===== config.mk =====
export PLATFORM = sky130hd
export DESIGN_NAME = modulo_entrada_numero_bcd
export DESIGN_NICKNAME = d
export VERILOG_FILES = /design/src/rtl/modulo_entrada_numero_bcd.sv
export SDC_FILE = /design/constraint.sdc
export NUM_CORES = 1
export LEC_CHECK = 0
export ABC_CLOCK_PERIOD_IN_PS = 2200
export CAP_MARGIN = 30
export CORE_MARGIN = 5
export CORE_UTILIZATION = 40
export CTS_CLUSTER_DIAMETER = 100
export DETAILED_ROUTE_END_ITERATION = 6
export GPL_TIMING_DRIVEN = 0
export PLACE_DENSITY = 0.66
export SYNTH_ARGS = -nofsm -noshare
export SYNTH_HDL_FRONTEND = slang
export SYNTH_SLANG_ARGS = --single-unit
export TNS_END_PERCENT = 5

===== constraint.sdc =====
create_clock -name clk -period 2.2 [get_ports clk]
set_input_delay 0.33 -clock clk [delete_from_list [all_inputs] [get_ports clk]]
set_output_delay 0.33 -clock clk [all_outputs]
set_load 0.02 [all_outputs]

===== src/rtl/modulo_entrada_numero_bcd.sv =====
// Keypad number-entry controller: edge-detected presses shift BCD digits into a DIGITS-wide register.
// Optional backspace key (0xB) is enabled by defining MODULO_ENTRADA_BACKSPACE_EN.
module modulo_entrada_numero_bcd #(
    parameter int DIGITS = 4,
    parameter int CNT_W  = 3
) (
    input  logic                  clk,
    input  logic                  reset,
    input  logic                  entry_en,
    input  logic                  key_valid,
    input  logic [3:0]            key_code,
    input  logic                  done_ack,
    output logic [4*DIGITS-1:0]   number_out,
    output logic [CNT_W-1:0]      digit_count,
    output logic                  digit_strobe,
    output logic                  overflow,
    output logic                  done,
    output logic [3:0]            done_key
);
    localparam logic [1:0] WAIT_PRESS   = 2'd0;
    localparam logic [1:0] APPLY        = 2'd1;
    localparam logic [1:0] WAIT_RELEASE = 2'd2;
    localparam logic [1:0] DONE         = 2'd3;

    localparam logic [CNT_W-1:0] CNT_MAX = CNT_W'(DIGITS);
    localparam logic [CNT_W-1:0] CNT_ONE = CNT_W'(1);

    logic [1:0] state;
    logic       key_prev;
    logic [3:0] key_q;
    logic       press;

    assign press = key_valid & ~key_prev;

    always_ff @(posedge clk or negedge reset) begin
        if (!reset) begin
            state        <= WAIT_PRESS;
            key_prev     <= 1'b0;
            key_q        <= 4'h0;
            number_out   <= '0;
            digit_count  <= '0;
            digit_strobe <= 1'b0;
            overflow     <= 1'b0;
            done         <= 1'b0;
            done_key     <= 4'h0;
        end else begin
            key_prev     <= key_valid;
            digit_strobe <= 1'b0;
            case (state)
                WAIT_PRESS: begin
                    if (press && entry_en) begin
                        key_q <= key_code;
                        state <= APPLY;
                    end
                end
                // The latched key is applied regardless of entry_en at this point.
                APPLY: begin
                    state <= WAIT_RELEASE;
                    if (key_q <= 4'd9) begin
                        if (digit_count == CNT_MAX) begin
                            overflow <= 1'b1;
                        end else if (!(key_q == 4'd0 && digit_count == '0)) begin
                            number_out   <= {number_out[4*DIGITS-5:0], key_q};
                            digit_count  <= digit_count + CNT_ONE;
                            digit_strobe <= 1'b1;
                        end
                    end else if (key_q == 4'hA) begin
                        number_out   <= '0;
                        digit_count  <= '0;
                        overflow     <= 1'b0;
                        digit_strobe <= 1'b1;
                    end else if (key_q == 4'hB) begin
`ifdef MODULO_ENTRADA_BACKSPACE_EN
                        if (digit_count != '0) begin
                            number_out   <= {4'h0, number_out[4*DIGITS-1:4]};
                            digit_count  <= digit_count - CNT_ONE;
                            overflow     <= 1'b0;
                            digit_strobe <= 1'b1;
                        end
`endif
                    end else begin
                        done     <= 1'b1;
                        done_key <= key_q;
                        state    <= DONE;
                    end
                end
                WAIT_RELEASE: begin
                    if (!key_valid) state <= WAIT_PRESS;
                end
                // Presses are ignored here; a press coinciding with the ack is dropped
                // because WAIT_RELEASE waits for that key to be released.
                DONE: begin
                    if (done_ack) begin
                        done        <= 1'b0;
                        number_out  <= '0;
                        digit_count <= '0;
                        overflow    <= 1'b0;
                        state       <= WAIT_RELEASE;
                    end
                end
                default: state <= WAIT_PRESS;
            endcase
        end
    end
endmodule


==> results.json <==
{
  "cp_max_fo": 10,
  "post_cts_buffers": 0,
  "max_slew_margin": 0.3803,
  "status": "complete, no violations",
  "clock_sinks": 33,
  "gr-total-overflow": 0,
  "netlist_top_cells_area": "dfrtp_1 (53%), mux2i_1 (12%), nand2_1 (5.5%)",
  "slowest_stage": "nor4_1",
  "synth_top_area_share": 0.5280,
  "root_buffer": "clkbuf_8",
  "synth_top_family_by_area": "multiplexers",
  "hp-class": "in2async",
  "maxSlewViolCount": 0,
  "synth_area_um2": 1564,
  "crit_type": "reg2reg",
  "synth_xor_area_frac": 0,
  "io_buffers": 34,
  "dieArea_um2": 5261,
  "track_usage": 0.1342,
  "io_pins": 35,
  "cp_num_buf_inv": 1,
  "vias": 1098,
  "cts_buffer_depth": 2,
  "viasPerCell": 4.753,
  "synth.largest_area_cell": "dfrtp_1",
  "ys_ff_latch": 33,
  "synth_adder_area_share": 0.01600,
  "clk_pin_slew_worst_paths_ns": 0.07,
  "required_ns": 2.37,
  "setup_viol": 0,
  "core_area_um2": 3716,
  "final_hold_viol_count": 0,
  "power_leakage_nw": 0.9216,
  "cts_resized": 0,
  "maxCapViolCount": 0,
  "ant_nets": 0,
  "arrival_ns": 2.09,
  "wl_per_cell_um": 12.82,
  "highest_layer": "met4",
  "hold_buffers": 0,
  "critPathCaptureType": "register",
  "num_antenna_cells": 0,
  "synth_seq_area_share": 0.5280,
  "syn-num-nets": 152,
  "synth_mux_area_frac": 0.1656,
  "worstPathCellList": "buf_2, nor4_1, mux2_2",
  "cp-start-kind": "register",
  "ys_types": 30,
  "startpoint": "state[1]",
  "wl_met1_um": 1290,
  "syn_inst": 141,
  "postSynthAreaPerCell_um2": 11.09,
  "grt_max_degree": 34,
  "syn_to_final_growth_pct": 32.72,
  "cellPowerDensity_nw_per_um2": 1395,
  "wl_um": 2961,
  "grt_antenna_before_repair": 0,
  "row_count": 22,
  "insertion_delay_ns": 0.28,
  "first_iter_violations": 51,
  "fmax_mhz": 518.9,
  "ctsHtreeMaxLevel": 2,
  "timing.final.crit_share": 0.8760,
  "max_slew.worst_pin.slew_ns": 0.9210,
  "gp_congestion": 0.8249,
  "crit_family": "simple AND/OR/NAND/NOR gates",
  "hpwl_um": 2163,
  "synth-compound-area-share": 0.08560,
  "layout-drive-gt1-share": 0.1421,
  "critical-path-max-stage-delay_ns": 0.80,
  "dp.cells": 223,
  "die_h_um": 72.53,
  "start_util": 0.4209,
  "cts_buffers": 5,
  "route.met3.wl_um": 245,
  "grt_pass1_vias": 1148,
  "fin_nets": 193,
  "yosysWarningCount": 0,
  "drc": 0,
  "drt_first_pass_iters": 4,
  "synth-simple-area-share": 0.1184,
  "grt_pass1_wl_um": 5382,
  "setup_tns_ns": 0,
  "rsz0062_at_grt": "false",
  "reg2reg_from": "state[1]",
  "layout.cells.non_filler": 231,
  "dr_wl_met2_um": 1375,
  "irDropWorstVdd_mv": 0.6647,
  "die_width_um": 72.53,
  "min_period_ns": 1.927,
  "finalClockSkew_ns": 0.004957,
  "cts_tree": "built"
}
-- cell families after synthesis --
group | after synthesis
AOI/OAI and AO/OA | 15
adders and majority gates | 2
and+or+nand+nor | 39
muxes | 25
DFF | 33
buffers and inverters | 27
-- per-layer routing --
| metal | vias to the layer above | GRT usage |
|---|---|---|
| met1 | 518 | 0.1610 |
| li1 | 544 | - |
| met2 | 31 | 0.2094 |
| met5 | - | 0 |
| met3 | 5 | 0.06371 |
| met4 | 0 | 0.04918 |
-- cells in the mapped netlist (all sizes together) --
master,instances
o2111ai,1
nor2,3
a21o,4
a21oi,4
nand2b,3
o311a,1
dfrtp,33
nand2,23
a32oi,1
nor2b,1
nand3b,3
inv,20
nor4,1
nand4,2
o21a,1
o22ai,1
nand3,1
mux2i,18
nor3,1
mux2,7
buf,5
ha,2
and3,1
o311ai,1
o2bb2ai,1
clkbuf,2
-- cell usage in the layout, fill, tap and decap left out, types with 3 or more instances in the layout --
cell	instances
dfrtp_1	33
clkdlybuf4s50_1	33
nand2_1	23
inv_1	20
mux2i_1	18
mux2_2	7
clkbuf_8	6
nor2_1	3
clkbuf_1	3
buf_2	3
a21oi_1	3
nand2b_1	3
nand3b_1	3
-- state kept, by name, indices dropped and copies added, names as in the netlist --
| signal | count |
|---|---|
| number_out | 16 |
| done_key | 4 |
| key_q | 4 |
| digit_count | 3 |
| state | 2 |
| digit_strobe | 1 |
| done | 1 |
| key_prev | 1 |
| overflow | 1 |
-- path summary, 6_finish.rpt --
kind                       cells past startpoint              to  slack, ns
max in group asynchronous                      1  digit_count[2]       1.63
hold / removal                                 1   number_out[8]        0.1
setup / recovery                               3        key_q[3]       0.27
min in group clk                               1     done_key[3]       0.47
hold reg to reg                                1     done_key[3]       0.47
setup reg to reg                               3        key_q[3]       0.27
-- power breakdown --
group	internal (W)	switching, W	leakage, nW	total [W]
Sequential	0.000849	0.000177	0.413	0.00103
Combinational	0.000629	0.000665	0.450	0.00129
Clock	0.000369	0.000206	0.0585	0.000575
Total	0.00185	0.00105	0.922	0.00289
-- layout make-up --
type	instances	area, µm²
Fill cell	331	1640
Sequential cell	33	825.8
Clock inverter	1	30.03
Multi-Input combinational cell	81	603.1
Timing Repair Buffer	34	335.3
Clock buffer	7	86.33
Buffer	7	60.06
Tap cell	48	60.06
Inverter	20	75.07
-- metrics by stage --
step                      area, µm²  total power, W  setup slack (ns)  utilization  hold WS, ns
after global routing           2076        0.003111            0.1771       0.5586       0.1633
after global placement         1964        0.002311           0.08844       0.5286       0.4491
final                          2076        0.002895            0.2729       0.5586      0.09666
after floorplan                1564        0.001751            0.3860            -      0.03441
after detailed placement       1959        0.002346           0.05793       0.5273       0.4413
after CTS                      2076        0.002935            0.2605       0.5586       0.1247
No activity file was read; power rests on OpenSTA's default activity.
